[config.mk]
export PLATFORM = sky130hd
export DESIGN_NAME = activity_led_bank
export DESIGN_NICKNAME = d
export VERILOG_FILES = /design/src/rtl/board_io_pkg.sv /design/src/rtl/activity_channel.sv /design/src/rtl/activity_led_bank.sv
export SDC_FILE = /design/constraint.sdc
export NUM_CORES = 1
export LEC_CHECK = 0
export ABC_AREA = 1
export BUFFER_PORTS_ARGS = -buffer_cell sky130_fd_sc_hd__buf_2
export CAP_MARGIN = 20
export CORE_MARGIN = 2
export CORE_UTILIZATION = 55
export DETAILED_ROUTE_END_ITERATION = 8
export PLACE_DENSITY = 0.72
export SLEW_MARGIN = 20
export SYNTH_ARGS = -nofsm -noshare
export SYNTH_HDL_FRONTEND = slang
export SYNTH_SLANG_ARGS = --single-unit
[constraint.sdc]
create_clock -name clk -period 5.3 [get_ports clk]
set_clock_uncertainty 0.1 [all_clocks]
set_input_delay 0 -clock clk [delete_from_list [all_inputs] [get_ports clk]]
set_output_delay 0 -clock clk [all_outputs]
set_load 0.005 [all_outputs]
[src/rtl/board_io_pkg.sv]
// -----------------------------------------------------------------------------
// board_io_pkg
// Shared definitions for the board status LED logic: the per-channel display
// mode encoding and the default widths used by activity_led_bank.
// -----------------------------------------------------------------------------
package board_io_pkg;

    // Per-channel display modes (two bits per channel on the mode bus)
    localparam logic [1:0] MODE_SAMPLED = 2'b00;
    localparam logic [1:0] MODE_STRETCH = 2'b01;
    localparam logic [1:0] MODE_BLINK   = 2'b10;
    localparam logic [1:0] MODE_DIRECT  = 2'b11;

    // Default geometry
    localparam int unsigned DEF_NUM_CH       = 32'd4;
    localparam int unsigned DEF_WINDOW_BITS  = 32'd20;
    localparam int unsigned DEF_STRETCH_BITS = 32'd20;
    localparam int unsigned DEF_SYNC_STAGES  = 32'd2;

endpackage : board_io_pkg

[src/rtl/activity_channel.sv]
// -----------------------------------------------------------------------------
// activity_channel
// One LED channel. The window tracker (seen / win_active) and the retriggerable
// stretch counter run continuously regardless of mode; mode only chooses which
// of them drives the registered logical LED value.
//
// Ports:
//   clk, rst     - clock, asynchronous active-high reset
//   act_s        - synchronised activity level
//   tick         - one-cycle pulse at the last cycle of each window
//   blink_phase  - high during the first half of each window
//   mode         - display mode (board_io_pkg MODE_*)
//   enable       - global enable; 0 forces the LED off
//   led          - logical LED value (1 = lit), registered
// -----------------------------------------------------------------------------
module activity_channel
    import board_io_pkg::*;
#(
    parameter int unsigned STRETCH_BITS = DEF_STRETCH_BITS
) (
    input  logic       clk,
    input  logic       rst,
    input  logic       act_s,
    input  logic       tick,
    input  logic       blink_phase,
    input  logic [1:0] mode,
    input  logic       enable,
    output logic       led
);

    localparam logic [STRETCH_BITS-1:0] STRETCH_MAX  = {STRETCH_BITS{1'b1}};
    localparam logic [STRETCH_BITS-1:0] STRETCH_ZERO = {STRETCH_BITS{1'b0}};
    localparam logic [STRETCH_BITS-1:0] STRETCH_ONE  = STRETCH_BITS'(1);

    logic                    seen_q,       seen_d;
    logic                    win_active_q, win_active_d;
    logic [STRETCH_BITS-1:0] stretch_q,    stretch_d;
    logic                    led_q,        led_d;
    logic                    led_sel;

    // Next-state logic for the trackers and the mode-selected LED value
    always_comb begin
        seen_d       = seen_q | act_s;
        win_active_d = win_active_q;
        stretch_d    = stretch_q;
        led_sel      = 1'b0;
        led_d        = 1'b0;

        // Activity in the tick cycle belongs to the window that is closing.
        if (tick) begin
            win_active_d = seen_q | act_s;
            seen_d       = 1'b0;
        end else begin
            win_active_d = win_active_q;
        end

        // Reload has priority over the decrement, so a pulse at count 1 reloads.
        if (act_s) begin
            stretch_d = STRETCH_MAX;
        end else if (stretch_q != STRETCH_ZERO) begin
            stretch_d = stretch_q - STRETCH_ONE;
        end else begin
            stretch_d = STRETCH_ZERO;
        end

        case (mode)
            MODE_SAMPLED: led_sel = win_active_q;
            MODE_STRETCH: led_sel = act_s | (stretch_q != STRETCH_ZERO);
            MODE_BLINK:   led_sel = win_active_q & blink_phase;
            MODE_DIRECT:  led_sel = act_s;
            default:      led_sel = 1'b0;
        endcase

        if (enable) begin
            led_d = led_sel;
        end else begin
            led_d = 1'b0;
        end
    end

    // Tracker and output registers
    always_ff @(posedge clk or posedge rst) begin
        if (rst) begin
            seen_q       <= 1'b0;
            win_active_q <= 1'b0;
            stretch_q    <= STRETCH_ZERO;
            led_q        <= 1'b0;
        end else begin
            seen_q       <= seen_d;
            win_active_q <= win_active_d;
            stretch_q    <= stretch_d;
            led_q        <= led_d;
        end
    end

    assign led = led_q;

endmodule : activity_channel

[src/rtl/activity_led_bank.sv]
// -----------------------------------------------------------------------------
// activity_led_bank
// Multi-channel activity indicator for board status LEDs. Holds the input
// synchronisers, the shared window prescaler and the pin polarity; each
// channel's display logic lives in activity_channel.
//
// Ports:
//   clk     - system clock
//   rst     - asynchronous active-high reset
//   act_in  - raw activity level per channel
//   mode    - per-channel mode, bits [2i+1:2i] for channel i
//   enable  - global LED enable
//   led     - LED pin drive (inverted when LED_ACTIVE_LOW = 1)
// -----------------------------------------------------------------------------
module activity_led_bank
    import board_io_pkg::*;
#(
    parameter int unsigned NUM_CH         = DEF_NUM_CH,
    parameter int unsigned WINDOW_BITS    = DEF_WINDOW_BITS,
    parameter int unsigned STRETCH_BITS   = DEF_STRETCH_BITS,
    parameter int unsigned SYNC_STAGES    = DEF_SYNC_STAGES,
    parameter bit          LED_ACTIVE_LOW = 1'b0
) (
    input  logic                  clk,
    input  logic                  rst,
    input  logic [NUM_CH-1:0]     act_in,
    input  logic [2*NUM_CH-1:0]   mode,
    input  logic                  enable,
    output logic [NUM_CH-1:0]     led
);

    localparam logic [WINDOW_BITS-1:0] PRESC_ONE  = WINDOW_BITS'(1);
    localparam logic [WINDOW_BITS-1:0] PRESC_ZERO = {WINDOW_BITS{1'b0}};

    logic [NUM_CH-1:0]      act_s;
    logic [WINDOW_BITS-1:0] presc_q, presc_d;
    logic                   tick;
    logic                   blink_phase;
    logic [NUM_CH-1:0]      led_logic;

    generate
        if (SYNC_STAGES == 0) begin : g_nosync
            assign act_s = act_in;
        end else begin : g_sync
            logic [NUM_CH-1:0] sync_q [SYNC_STAGES];
            logic [NUM_CH-1:0] sync_d [SYNC_STAGES];

            // Shift the raw activity through the synchroniser chain
            always_comb begin
                sync_d[0] = act_in;
                for (int i = 1; i < int'(SYNC_STAGES); i++) begin
                    sync_d[i] = sync_q[i-1];
                end
            end

            // Synchroniser flops
            always_ff @(posedge clk or posedge rst) begin
                if (rst) begin
                    for (int i = 0; i < int'(SYNC_STAGES); i++) begin
                        sync_q[i] <= {NUM_CH{1'b0}};
                    end
                end else begin
                    for (int i = 0; i < int'(SYNC_STAGES); i++) begin
                        sync_q[i] <= sync_d[i];
                    end
                end
            end

            assign act_s = sync_q[SYNC_STAGES-1];
        end
    endgenerate

    // Free-running down-counter; the 0 -> all-ones wrap is the window boundary
    always_comb begin
        presc_d = presc_q - PRESC_ONE;
    end

    // Prescaler register, starts at all-ones so the first tick is 2^W-1 edges out
    always_ff @(posedge clk or posedge rst) begin
        if (rst) begin
            presc_q <= {WINDOW_BITS{1'b1}};
        end else begin
            presc_q <= presc_d;
        end
    end

    assign tick        = (presc_q == PRESC_ZERO);
    assign blink_phase = presc_q[WINDOW_BITS-1];

    generate
        for (genvar g = 0; g < int'(NUM_CH); g++) begin : g_ch
            activity_channel #(
                .STRETCH_BITS (STRETCH_BITS)
            ) u_ch (
                .clk         (clk),
                .rst         (rst),
                .act_s       (act_s[g]),
                .tick        (tick),
                .blink_phase (blink_phase),
                .mode        (mode[2*g +: 2]),
                .enable      (enable),
                .led         (led_logic[g])
            );
        end
    endgenerate

    // Pin polarity is a fixed inversion of the registered logical value, so the
    // pins still go to the off level asynchronously in reset.
    assign led = led_logic ^ {NUM_CH{LED_ACTIVE_LOW}};

endmodule : activity_led_bank
# Word-level counts from Yosys, hierarchy flattened
# Index checks and enable logic that the tools add are counted.
[op_classes] add_sub_neg=5 eq_ne=12 n_mux=20 bitwise=12 reduce_logical=9
[op_table] operator="2-to-1 mux 20 bit" count=8
[op_table] operator="subtractor 20 x 1 -> 20 bit (second input constant)" count=5
[op_table] operator="nonzero test 20 bit" count=4
[op_table] operator="zero test 20 bit" count=1
[op_table] operator="== test 2 bit (second input constant)" count=8
[op_table] operator="one-hot mux 1 bit (4 select lines)" count=4
[op_table] operator="== test 2 x 1 -> 1 bit (second input constant)" count=4
[op_table] operator="zero test 2 bit" count=4
[op_table] operator="2-to-1 mux 1 bit" count=8
[op_table] operator="bitwise OR 1 bit" count=8
[op_table] operator="AND 1 bit" count=4
[word_totals] reg_bits=120 input_bits=15 output_inout_bits=4 elab_cells=77

# Logic depth before layout (Yosys ltp)
# Gate-level depths: netlist of run 1.
[depth] depth_word=4 mapped_depth=9

# Cells and area by module
# From an unflattened synthesis of run 1, not the netlist that was laid out.
[hier_totals] cells_unflattened=900 area_unflattened_um2=6897.9
[by_module_without_submodules] module="activity_channel at g_ch[0].u_ch ..." instances=3 cells_per_inst=191 area_per_inst_um2=1388.8
[by_module_without_submodules] module="activity_channel at g_ch[3].u_ch" instances=1 cells_per_inst=185 area_per_inst_um2=1396.3
[by_module_without_submodules] module="activity_led_bank" instances=1 cells_per_inst=142 area_per_inst_um2=1335.0

# Worst setup path before layout of run 1
# Ideal clock, no wire load.
[synth_path] path_kind="register to register" from="register g_ch[3].u_ch.stretch_q[0]" to="register g_ch[3].u_ch.stretch_q[17]" t_arrival_ps=1212 t_required_ps=5070 slack_ps=3858 stages_incl_launch_ff=9 n_path_buf=1 period_less_slack_ps=1442 path_cell_list="dfrtp_1 -> inv_1 -> ha_1 -> nand3_1 -> nor2_1 -> nand3b_4 -> buf_6 -> nand3_1 -> nand2_1"
[synth_via] elab_chain_cells=3
[synth_lines] element="start, declared" line_no="activity_channel.sv:37" rtl="logic [STRETCH_BITS-1:0] stretch_q, stretch_d;"
[synth_lines] element="start signal, assigned" line_no="activity_channel.sv:91" rtl="stretch_q <= stretch_d;"
[synth_lines] element="subtractor 20 x 1 -> 20 bit or nonzero test 20 bit (tied branches)" line_no="activity_channel.sv:61, activity_channel.sv:60"
[synth_lines] element="2-to-1 mux 20 bit *" line_no="activity_channel.sv:60" rtl="end else if (stretch_q != STRETCH_ZERO) begin"
[synth_lines] element="2-to-1 mux 20 bit *" line_no="activity_channel.sv:58" rtl="if (act_s) begin"
[synth_lines] element="via g_ch[3].u_ch.stretch_d[17]" line_no="activity_channel.sv:37"
# Mark *: on every way through the listed nets, which the timed path passes. The rest lies on a longest branch.
# A chain may end at the register's enable or synchronous reset.

# Worst setup path after layout of run 1
[layout_path] from="register g_sync.sync_q, in the netlist act_s[1]" to="register g_ch[1].u_ch.led_q"
[layout_via] elab_chain_cells=3
[layout_lines] element="start, declared" line_no="activity_led_bank.sv:45" rtl="logic [NUM_CH-1:0] sync_q [SYNC_STAGES];"
[layout_lines] element="start signal, assigned by index" line_no="activity_led_bank.sv:60" rtl="sync_q[i] <= {NUM_CH{1'b0}};"
[layout_lines] element="start signal, assigned by index" line_no="activity_led_bank.sv:64" rtl="sync_q[i] <= sync_d[i];"
[layout_lines] element="bitwise OR 1 bit" line_no="activity_channel.sv:68" rtl="MODE_STRETCH: led_sel = act_s | (stretch_q != STRETCH_ZERO);"
[layout_lines] element="one-hot mux 1 bit (4 select lines) *" line_no="activity_channel.sv:66" rtl="case (mode)"
[layout_lines] element="2-to-1 mux 1 bit *" line_no="activity_channel.sv:74" rtl="if (enable) begin"
[layout_lines] element="via g_ch[1].u_ch.led_d" line_no="activity_channel.sv:38" rtl="logic led_q, led_d;"
[layout_lines] element="end signal, assigned" line_no="activity_channel.sv:92" rtl="led_q <= led_d;"
[layout_lines] element="end, declared" line_no="activity_channel.sv:38"
# Marks and branches as above.

==> metrics.yaml, run 1 <==
dieHeight_um: 114.0
drv_slew: 0
yosysWarnings: 0
hold_violations: 0
die_w_um: 114.0
area_growth_pct: 13.02
grt_pass1_wl_mm: 25.13
ctsResizeCount: 0
most-common-layout-cells: "nand2_1 (246), nor2_1 (133), dfrtp_1 (100), inv_1 (90), nand3_1 (88)"
grt_max_degree: 87
slew_headroom: 0.4796
clkTransAtPathRegs_ps: 50
hold_depth: 2
hold_start: "act_in[0]"
power.density_mw_per_mm2: 280.6
grt_pass1_vias: 5572
dpl.hpwl_mm: 9.398
critical_path_class: "register to register"
dpl.cell_count: 1010
leakage_nw: 3.365
reg2reg_to: "g_ch[1].u_ch.led$_DFF_PP0_"
hold_path_class: "input port to register"
place_ws_ps: 3481
ys_types: 33
final_common_cell: "nand2_1"
drt_wl_total_mm: 14.36
worstPathArrival_ps: 2940
diodes: 0
rsz0062_at_grt: "no"
layout-drive-gt1-share: 0.1173
htreeDepth: 4
core_area_mm2: 0.01191
ys_ff_latch: 120
clk_latency_ps: 420
ys_seq_area_frac: 0.4552
overflow: 0
num-nets-final: 924
wl_per_cell_um: 13.56
crit_fanout: 21
start_util: 0.5584
route.detailed.drc: 0
finalWorstSetupSlack_ps: 2575
io_pins: 19
outcome: "complete, no violations"
vias: 5639
fmax_ghz: 0.3669
tightest_slew_ps: 780.6
ant_nets: 0
hold_path_end: "g_sync.sync_d[0]$_DFF_PP0_"
ff2ff_setup_slack_ps: 2570
setup-tns-final_ps: 0
cp-end-kind: "register"
finalCriticalPeriod_ps: 2725
grtUsageTotal: 0.2410
post-route-period-util: 0.5142
setup_viol: 0
finalNonFillerCells: 1059
io_buffers: 18
irDropWorstVdd_uv: 264.4
syn_area_per_cell_um2: 7.681
cts_tree: "yes"
clockBufferDepth: 2
rows: 40
cts_setup_buffers: 0
drt-pass1-iter-count: 8
maxCapViolations: 0
syn_inst: 866
place_congestion: 0.8941
cp.required_ps: 5510
drt_iter0_drc: 498
p_total_mw: 2.109
viasPerCell: 5.325
r2r_start: "act_s[1]$_DFF_PP0_"
clockRootBuffer: "clkbuf_16"
clock_sinks: 120
syn_area_mm2: 0.006651
start_kind: "register"
r2r_cells: 8
syn_nets: 891
die-area_mm2: 0.01299
cts_made_buffers: 17
antenna_found_initial: 0
cell usage after synthesis:
cell type / instances / area share
nand3b_2: 2 / 0.0034
buf_4: 8 / 0.0090
o31ai_1: 2 / 0.0023
nor3_4: 1 / 0.0024
xor2_1: 19 / 0.025
o21ai_0: 17 / 0.013
o21ai_1: 11 / 0.0083
nand3b_4: 2 / 0.0060
nand3_4: 1 / 0.0026
a21o_1: 7 / 0.0079
ha_1: 10 / 0.019
a21oi_1: 7 / 0.0053
nand3_2: 3 / 0.0045
inv_1: 91 / 0.051
or2_2: 6 / 0.0056
clkbuf_1: 8 / 0.0045
nor2_2: 11 / 0.010
nor2_4: 9 / 0.015
nand2_2: 2 / 0.0019
o21ai_2: 5 / 0.0066
and2_1: 2 / 0.0019
o21a_1: 3 / 0.0034
buf_2: 1 / 0.00075
nor2_1: 133 / 0.075
o21bai_1: 3 / 0.0034
xnor2_1: 12 / 0.016
dfrtp_1: 100 / 0.38
nor3_1: 11 / 0.0083
nand2_1: 246 / 0.14
nand3_1: 88 / 0.066
buf_6: 5 / 0.0085
dfstp_2: 20 / 0.079
nand4_1: 20 / 0.019
through the flow:
step | utilization | hold WS (ps) | area [um2]
after floorplan | - | -68.57 | 6651
after global placement | 0.5695 | 9.669 | 6784
after detailed placement | 0.5695 | 10.13 | 6784
after CTS | 0.6309 | 117.0 | 7515
after global routing | 0.6311 | 122.0 | 7517
final | 0.6311 | 126.3 | 7517
critical path, stage by stage, from the launching register on:
cell           delay, ps
dfrtp_1              400
inv_1                470
nand2_1              190
o21ai_0              140
a21oi_1               80
dlygate4sd3_1        590
o21ai_2               60
dlygate4sd3_1        560
inv_1                 40
repair_timing:
item / 4_1_cts / 5_1_grt
hold buffers: 17 / 0
endpoints found under the hold margin: 85 / 0
endpoints found under the setup margin: 0 / 0
cells by family after synthesis:
family                     synth area share
adders and majority gates           0.01881
AOI/OAI and AO/OA                   0.04985
buffers and inverters               0.07412
and+or+nand+nor                      0.3612
xor gates and xnor gates            0.04082
DFF                                  0.4552
routing by layer:
metal	routed length [um]	GRT usage	vias to the layer above
met4	269	0.08374	0
met1	6601	0.3139	2671
met5	0	0	-
met3	508	0.05685	33
met2	6982	0.3964	126
li1	-	-	2809
power breakdown:
| group | switching, mW | total, mW | internal, mW |
|---|---|---|---|
| clock network | 0.388 | 1.09 | 0.706 |
| registers | 0.00685 | 0.937 | 0.930 |
| logic | 0.0517 | 0.0787 | 0.0270 |
| total | 0.446 | 2.11 | 1.66 |
final cells by class:
type / count / area, um2
inverters: 91 / 346.6
multi-input cells: 633 / 3131
repair buffers: 36 / 267.8
fillers: 1061 / 4394
clock inverters: 3 / 40.04
flip-flops and latches: 120 / 3028
clock buffers: 29 / 520.5
well taps: 147 / 183.9
flip-flops by register name, summed over array words and instances, names as in the netlist:
signal	flops
g_ch.u_ch.seen_q	4
act_s	4
g_ch.u_ch.stretch_q	80
g_sync.sync_d	4
g_ch.u_ch.led	4
g_ch.u_ch.win_active_q	4
presc_q	20
worst max path at each step:
stage	startpoint	to	slack (ps)	cells past startpoint
after global routing	act_s[2]$_DFF_PP0_	g_ch[2].u_ch.led$_DFF_PP0_	2400	7
after CTS	act_s[2]$_DFF_PP0_	g_ch[2].u_ch.led$_DFF_PP0_	2610	7
final	act_s[1]$_DFF_PP0_	g_ch[1].u_ch.led$_DFF_PP0_	2570	8
after global placement	g_ch[3].u_ch.stretch_q[2]$_DFF_PP0_	g_ch[3].u_ch.stretch_q[17]$_DFF_PP0_	3550	6
after detailed placement	g_ch[3].u_ch.stretch_q[6]$_DFF_PP0_	g_ch[3].u_ch.stretch_q[19]$_DFF_PP0_	3480	6
after floorplan	rst	act_s[0]$_DFF_PP0_	2050	1
Power figures use the tool's default switching activity.
==> run 2: changes to the inputs <==
--- a/config.mk
+++ b/config.mk
@@ -5,13 +5,13 @@
 export SDC_FILE = /design/constraint.sdc
 export NUM_CORES = 1
 export LEC_CHECK = 0
-export ABC_AREA = 1
+export ABC_AREA = 0
 export BUFFER_PORTS_ARGS = -buffer_cell sky130_fd_sc_hd__buf_2
 export CAP_MARGIN = 20
 export CORE_MARGIN = 2
 export CORE_UTILIZATION = 55
 export DETAILED_ROUTE_END_ITERATION = 8
-export PLACE_DENSITY = 0.72
+export PLACE_DENSITY = 0.75
 export SLEW_MARGIN = 20
 export SYNTH_ARGS = -nofsm -noshare
 export SYNTH_HDL_FRONTEND = slang
==> constraint.sdc (replaced) <==
create_clock -name clk -period 2.2 [get_ports clk]
set_clock_uncertainty 0.1 [all_clocks]
set_input_delay 0 -clock clk [delete_from_list [all_inputs] [get_ports clk]]
set_output_delay 0 -clock clk [all_outputs]
set_load 0.005 [all_outputs]
==> run 2 against run 1 <==
  * The run now ends with negative setup slack left
  * Utilization up 6.0 points
  * Critical endpoint is now presc_q[19]$_DFF_PP1_
  * Fmax up 23%
  * Total power increased by 150%
  * Final area is 5.5% lower
  * Worst hold slack worse by 96 ps
==> metrics.yaml, run 2 <==
hold_path_class: "input port to register"
syn_nets: 597  # -33%
vias: 4587  # -19%
grt_pass1_wl_mm: 20.98  # -17%
drt_wl_total_mm: 12.45  # -13%
start_kind: "register"
place_congestion: 0.8374  # -6.3%
clkTransAtPathRegs_ps: 60  # about the same
crit_fanout: 4  # -81%
drt_iter0_drc: 247  # -50%
worst-path-buf-inv: 0  # -4
ys_types: 52  # +58%
syn_area_per_cell_um2: 10.17  # +32%
core_area_mm2: 0.01028  # -14%
crit_top_cell: "or4_4"
finalCriticalPeriod_ps: 2223  # -502.3 ps
start_util: 0.5661  # +0.007703
synth-edff-count: 0  # unchanged
cp.required_ps: 2540  # -2970 ps
clockRootBuffer: "clkbuf_8"
yosysWarnings: 0  # unchanged
final_common_cell: "dfrtp_1"
antenna_found_initial: 0  # unchanged
clock_sinks: 120  # unchanged
irDropWorstVdd_uv: 506.0  # +91%
diodes: 0  # unchanged
post-route-period-util: 1.010  # +0.4963
post_dp_cell_area_mm2: 0.006306  # -7.0%
setup-tns-final_ps: -23.08  # -23.08 ps
dpl.hpwl_mm: 7.667  # -18%
hold_violations: 0  # unchanged
cts_setup_buffers: 0  # unchanged
largest_register: "g_ch.u_ch.stretch_q"
slowest_delay_ps: 550  # -40 ps
leakage_nw: 2.539  # -25%
p_clk_frac: 0.523  # +0.005
fmax_ghz: 0.4498  # +23%
num-nets-final: 669  # -28%
ys_ff_latch: 120  # unchanged
io_buffers: 18  # unchanged
p_comb_frac: 0.036  # about the same
synth_area_leaders: "dfrtp_1 (43%), dfstp_2 (9.0%), o21ai_0 (6.6%)"
die-area_mm2: 0.01142  # -12%
grt_pass1_vias: 4615  # -17%
worstPathArrival_ps: 2560  # -380 ps
route.detailed.drc: 0  # unchanged
viasPerCell: 5.784  # +8.6%
syn_area_mm2: 0.005818  # -13%
place_ws_ps: -71.15  # -3552 ps
synth-compound-area-share: 0.1082  # +0.05832
slew_headroom: 0.5647  # +0.08510
synth_top_cell_by_area: "dfrtp_1"
dpl.cell_count: 743  # -26%
p_total_mw: 5.198  # +150%
overflow: 0  # unchanged
switching_share: 0.2100  # -0.001561
io_pins: 19  # unchanged
largest_reg_flops: 80  # unchanged
path_delay_family: "simple AND/OR/NAND/NOR gates"
ys_seq_area_frac: 0.5204  # +0.06520
synth_xor_area_frac: 0.09935  # +0.05853
path_cells: "or4_4 -> or4_4 -> or4b_4 -> xnor2_2"
die_w_um: 106.9  # -6.2%
design_area_mm2: 0.007107  # -5.5%
yosysMostFrequentCell: "dfrtp_1"
outcome: "finished, violations left"
drt-pass1-iter-count: 4  # -4
synth_top_area_frac: 0.4301  # +0.05388
htreeDepth: 4  # unchanged
violations: "negative setup slack"
clk_latency_ps: 510  # +90 ps
rows: 37  # -7.5%
synthArstFlopShare: 1.000  # unchanged
maxCapViolations: 0  # unchanged
ant_nets: 0  # unchanged
synth_top_family_by_area: "simple AND/OR/NAND/NOR gates"
grt_max_degree: 121  # +39%
cp-end-kind: "register"
drv_slew: 0  # unchanged
tightest_slew_ps: 653.0  # -127.6 ps
rsz0062_at_grt: "yes"
area_growth_pct: 22.15
ys.flop_type: "dfrtp_1"
syn_inst: 572  # -34%
most-common-layout-cells: "dfrtp_1 (100), o21ai_0 (77), nor2_1 (47), xor2_1 (44), buf_4 (38)"
layout-drive-gt1-share: 0.1948  # +0.07750
critical_path_class: "register to register"
p_int_mw: 4.106  # +150%
finalNonFillerCells: 793  # -25%
grtUsageTotal: 0.2321  # -0.008885
cts_tree: "yes"
yosys-top-cells-count: "dfrtp_1 (100), o21ai_0 (77), nor2_1 (47)"
switchingPower_mw: 1.092  # +140%
slowest_stage: "or4b_4"
reg_top3: "g_ch.u_ch.stretch_q (80), presc_q (20)"
clockBufferDepth: 2  # unchanged
synthAdderAreaFrac: 0.02151  # +0.002694
yosys-mux-area-fraction: 0.01032  # +0.01032
dieHeight_um: 106.9  # -6.2%
setup_viol: 1  # +1
cts_made_buffers: 17  # unchanged
synth-simple-area-share: 0.2041  # -0.1571
power.density_mw_per_mm2: 731.4  # +160%
wl_per_cell_um: 15.69  # +16%
seq_power_share: 0.441  # -0.003
fillers: 758  # -29%
finalWorstSetupSlack_ps: -23.08  # -2598 ps
==> run 2: changes by cell type after synthesis, sizes merged, moves of 25 or more <==
cell / before / now
nor4: 0 / 25
nand3: 92 / 28
nor2: 153 / 47
o21ai: 33 / 77
nand2: 248 / 24
xor2: 19 / 44
inv: 91 / 28
==> run 2: power by group through the flow <==
stage	Clock, mW	Combinational (mW)	Sequential, mW
2_1_floorplan	0	0.118	2.31
3_3_place_gp	0	0.160	2.32
3_5_place_dp	0	0.168	2.33
4_1_cts	2.76	0.193	2.29
5_1_grt	2.87	0.217	2.30
6_report	2.72	0.189	2.29
==> run 2: timing repair <==
| item | CTS | global route |
|---|---|---|
| endpoints found under the setup margin | 5 | 7 |
| hold buffers | 18 | 0 |
| endpoints found under the hold margin | 128 | 0 |
| pin swaps | 2 | 2 |
| gates resized for setup | 3 | 4 |
==> run 2: layout make-up <==
class | count | area (um2) | share of cell area
clock inverter | 8 | 120.1 | 0.01690
timing repair buffer | 75 | 575.6 | 0.08099
inverter | 28 | 108.9 | 0.01532
sequential | 120 | 3028 | 0.4261
tap | 136 | 170.2 | 0.02394
clock buffer | 24 | 460.4 | 0.06479
multi-input combinational | 402 | 2644 | 0.3720
==> run 2: cell families after synthesis <==
| logic type | Yosys count |
|---|---|
| AOI/OAI and AO/OA | 108 |
| DFF | 120 |
| xor gates and xnor gates | 66 |
| and+or+nand+nor | 212 |
| muxes | 6 |
| buffers and inverters | 50 |
| adders and majority gates | 10 |
==> run 2: stage by stage <==
step,util,hold WS (ps)
2_1_floorplan,-,-68.57
3_3_place_gp,0.6136,8.098
3_5_place_dp,0.6136,9.317
4_1_cts,0.6893,3.241
5_1_grt,0.6915,3.714
6_report,0.6915,30.58
==> run 2: worst reg2reg max path: stages (launching register included) <==
cell and delay [ps]:
dfstp_2 360, or4_4 520, or4_4 470, or4b_4 550, xnor2_2 140
==> run 2: final timing paths <==
path	from	endpoint	slack, ps	depth (start not counted)
max	presc_q[8]$_DFF_PP1_	presc_q[19]$_DFF_PP1_	-20	4
min	act_in[2]	g_sync.sync_d[2]$_DFF_PP0_	30	2
max reg2reg	presc_q[8]$_DFF_PP1_	presc_q[19]$_DFF_PP1_	-20	4
min reg2reg	g_sync.sync_d[3]$_DFF_PP0_	act_s[3]$_DFF_PP0_	250	0
max in group asynchronous	rst	g_ch[3].u_ch.win_active_q$_DFFE_PP0N_	1390	4
min in group asynchronous	rst	g_ch[1].u_ch.stretch_q[5]$_DFF_PP0_	80	4
==> run 2: metal layers <==
layer,part of all wire,up-vias,global-route usage
met5,0,-,0
met4,0.010,0,0.09740
met3,0.027,12,0.05471
met2,0.52,82,0.3876
met1,0.44,2296,0.2903
li1,-,2197,-
==> run 3: changes to the inputs <==
--- a/config.mk
+++ b/config.mk
@@ -6,12 +6,12 @@
 export NUM_CORES = 1
 export LEC_CHECK = 0
 export ABC_AREA = 0
-export BUFFER_PORTS_ARGS = -buffer_cell sky130_fd_sc_hd__buf_2
+export BUFFER_PORTS_ARGS = -buffer_cell sky130_fd_sc_hd__buf_4
 export CAP_MARGIN = 20
 export CORE_MARGIN = 2
-export CORE_UTILIZATION = 55
+export CORE_UTILIZATION = 35
 export DETAILED_ROUTE_END_ITERATION = 8
-export PLACE_DENSITY = 0.75
+export HOLD_SLACK_MARGIN = 0.05
 export SLEW_MARGIN = 20
 export SYNTH_ARGS = -nofsm -noshare
 export SYNTH_HDL_FRONTEND = slang
==> run 3 against run 2 <==
  * The run still ends with negative setup slack left
  * Global-route usage shrank 7.9 points
  * Setup slack worse by 1.1 ps
  * Via count is 2.2% lower
  * Utilization shrank 25 points
  * Worst hold slack better by 100 ps
  * Critical path depth did not move
  * Sequential share of layout area fell by 1.1 points
  * Critical endpoint unchanged
  * Largest cell class unchanged
==> metrics.yaml, run 3 (synthesis gave the netlist of run 2 again) <==
outcome: "finished, violations left"
violations: "negative setup slack"
clk_latency_ps: 420  # -90 ps
grt_pass1_wl_mm: 21.80  # +3.9%
rsz0062_at_grt: "yes"
drt-pass1-iter-count: 4  # unchanged
slowest_delay_ps: 560  # about the same
maxCapViolations: 0  # unchanged
reg2reg_to: "presc_q[19]$_DFF_PP1_"
htreeDepth: 4  # unchanged
diodes: 0  # unchanged
crit_fanout: 3  # -1
power.density_mw_per_mm2: 727.9  # -0.48%
drv_slew: 0  # unchanged
drt_wl_total_mm: 12.27  # -1.4%
core_area_mm2: 0.01641  # +60%
leakage_nw: 2.561  # +0.87%
place_ws_ps: -30.14  # +41.01 ps
cts_made_buffers: 17  # unchanged
hold_path_class: "input port to register"
tightest_slew_ps: 640.4  # -12.58 ps
design_area_mm2: 0.007300  # +2.7%
start_util: 0.3546  # -0.2115
grtUsageTotal: 0.1529  # -0.07914
wl_per_cell_um: 13.98  # -11%
hold_violations: 0  # unchanged
reg_top3: "g_ch.u_ch.stretch_q (80), presc_q (20)"
io_buffers: 18  # unchanged
r2r_start: "presc_q[8]$_DFF_PP1_"
p_comb_frac: 0.038  # +0.002
slowest_stage: "or4b_4"
irDropWorstVdd_uv: 451.3  # -11%
io_pins: 19  # unchanged
cp-end-kind: "register"
num-nets-final: 670  # +0.15%
post_dp_cell_area_mm2: 0.006484  # +2.8%
most-common-layout-cells: "dfrtp_1 (100), o21ai_0 (77), buf_4 (57), nor2_1 (47), xor2_1 (44)"
vias: 4485  # -2.2%
die-area_mm2: 0.01767  # +55%
crit_top_cell: "or4_4"
seqCellArea_mm2: 0.003028  # unchanged
path_delay_family: "simple AND/OR/NAND/NOR gates"
setup_viol: 1  # unchanged
place_congestion: 0.8300  # -0.88%
fillers: 1501  # +98%
dpl.hpwl_mm: 8.392  # +9.4%
grt_max_degree: 33  # -73%
overflow: 0  # unchanged
ff2ff_setup_slack_ps: -20  # about the same
slew_headroom: 0.5722  # +0.007484
finalCriticalPeriod_ps: 2224  # +1.120 ps
die_w_um: 132.9  # +24%
clock_sinks: 120  # unchanged
worst-path-buf-inv: 0  # unchanged
cts_tree: "yes"
antenna_found_initial: 0  # unchanged
met1_length_mm: 5.598  # +1.6%
worstPathArrival_ps: 2470  # -90 ps
fmax_ghz: 0.4496  # about the same
routed.top_layer: "met4"
switching_share: 0.2096  # -0.0003854
critical_path_class: "register to register"
cp.required_ps: 2440  # -100 ps
multi_input_area_mm2: 0.002649  # +0.19%
wl_met2_mm: 6.222  # -3.8%
hold_path_end: "g_sync.sync_d[3]$_DFF_PP0_"
largest_register: "g_ch.u_ch.stretch_q"
seq_power_share: 0.431  # -0.010
final_common_cell: "dfrtp_1"
finalWorstSetupSlack_ps: -24.20  # -1.120 ps
post-route-period-util: 1.011  # about the same
final_core_util: 0.4449  # -0.2466
start_kind: "register"
viasPerCell: 5.108  # -12%
ant_nets: 0  # unchanged
p_clk_frac: 0.531  # +0.008
r2r_cells: 4  # unchanged
layout-drive-gt1-share: 0.2036  # +0.008822
p_int_mw: 4.200  # +2.3%
largest_reg_flops: 80  # unchanged
rows: 47  # +27%
drt_iter0_drc: 264  # +6.9%
clkTransAtPathRegs_ps: 60  # about the same
route.detailed.drc: 0  # unchanged
clockRootBuffer: "clkbuf_16"
clockBufferDepth: 2  # unchanged
area_growth_pct: 25.46
dieHeight_um: 132.9  # +24%
hold_depth: 2  # unchanged
hold_start: "act_in[3]"
wl_met3_um: 312  # -8.8%
switchingPower_mw: 1.114  # +2.0%
grt_pass1_vias: 4650  # +0.76%
path_cells: "or4_4 -> or4_4 -> or4b_4 -> xnor2_2"
==> run 3: changes by cell type in the layout (fill, tap and decap cells not counted), moves of 2 or more <==
cell / delta
buf_4: +19
buf_2: -18
clkbuf_1: -2
clkinv_2: +2
nor4_2: +2
==> run 3: how the worst max path moves through the flow <==
stage,from,endpoint,slack [ps],cells after the start
after floorplan,presc_q[8]$_DFF_PP1_,g_ch[0].u_ch.win_active_q$_DFFE_PP0N_,-120,5
final,presc_q[8]$_DFF_PP1_,presc_q[19]$_DFF_PP1_,-20,4
after global placement,presc_q[8]$_DFF_PP1_,presc_q[19]$_DFF_PP1_,-40,4
after detailed placement,presc_q[8]$_DFF_PP1_,g_ch[3].u_ch.win_active_q$_DFFE_PP0N_,-30,5
after global routing,presc_q[8]$_DFF_PP1_,presc_q[19]$_DFF_PP1_,-70,4
after CTS,presc_q[8]$_DFF_PP1_,presc_q[19]$_DFF_PP1_,-30,4
==> run 3: per-stage QoR <==
step	total power [mW]	cells	hold WS [ps]	TNS (ps)
2_1_floorplan	2.430	572	-68.57	-773.2
3_3_place_gp	2.504	829	9.232	-35.16
3_5_place_dp	2.512	829	10.32	-59.93
4_1_cts	5.389	878	117.8	-60.93
5_1_grt	5.537	878	119.8	-75.35
6_report	5.314	878	131.2	-24.20
==> run 3: area by class of cell <==
| type | instances | area share |
|---|---|---|
| Sequential cell | 120 | 0.4148 |
| Timing Repair Buffer | 76 | 0.08742 |
| Inverter | 28 | 0.01491 |
| Clock buffer | 23 | 0.06548 |
| Tap cell | 220 | 0.03771 |
| Clock inverter | 9 | 0.01680 |
| Multi-Input combinational cell | 402 | 0.3629 |
==> run 3: power groups by stage <==
stage	clock [mW]	sequential (mW)	combinational (mW)
detailed placement	0	2.33	0.184
global route	3.01	2.30	0.231
global placement	0	2.33	0.179
finish	2.82	2.29	0.202
CTS	2.89	2.29	0.209
floorplan	0	2.31	0.118
==> run 3: layer usage <==
metal  track usage  vias to the layer above
met1        0.1889                     2228
met5             0                        -
met2        0.2588                       56
li1              -                     2189
met3       0.04406                       12
met4       0.04839                        0
==> run 3: timing repair <==
item                                   4_1_cts  5_1_grt
gates resized for setup                      1        7
endpoints found under the hold margin       87        0
hold buffers                                17        0
pin swaps                                    1        1
setup endpoints to repair                    3       15
buffers inserted                             0        0
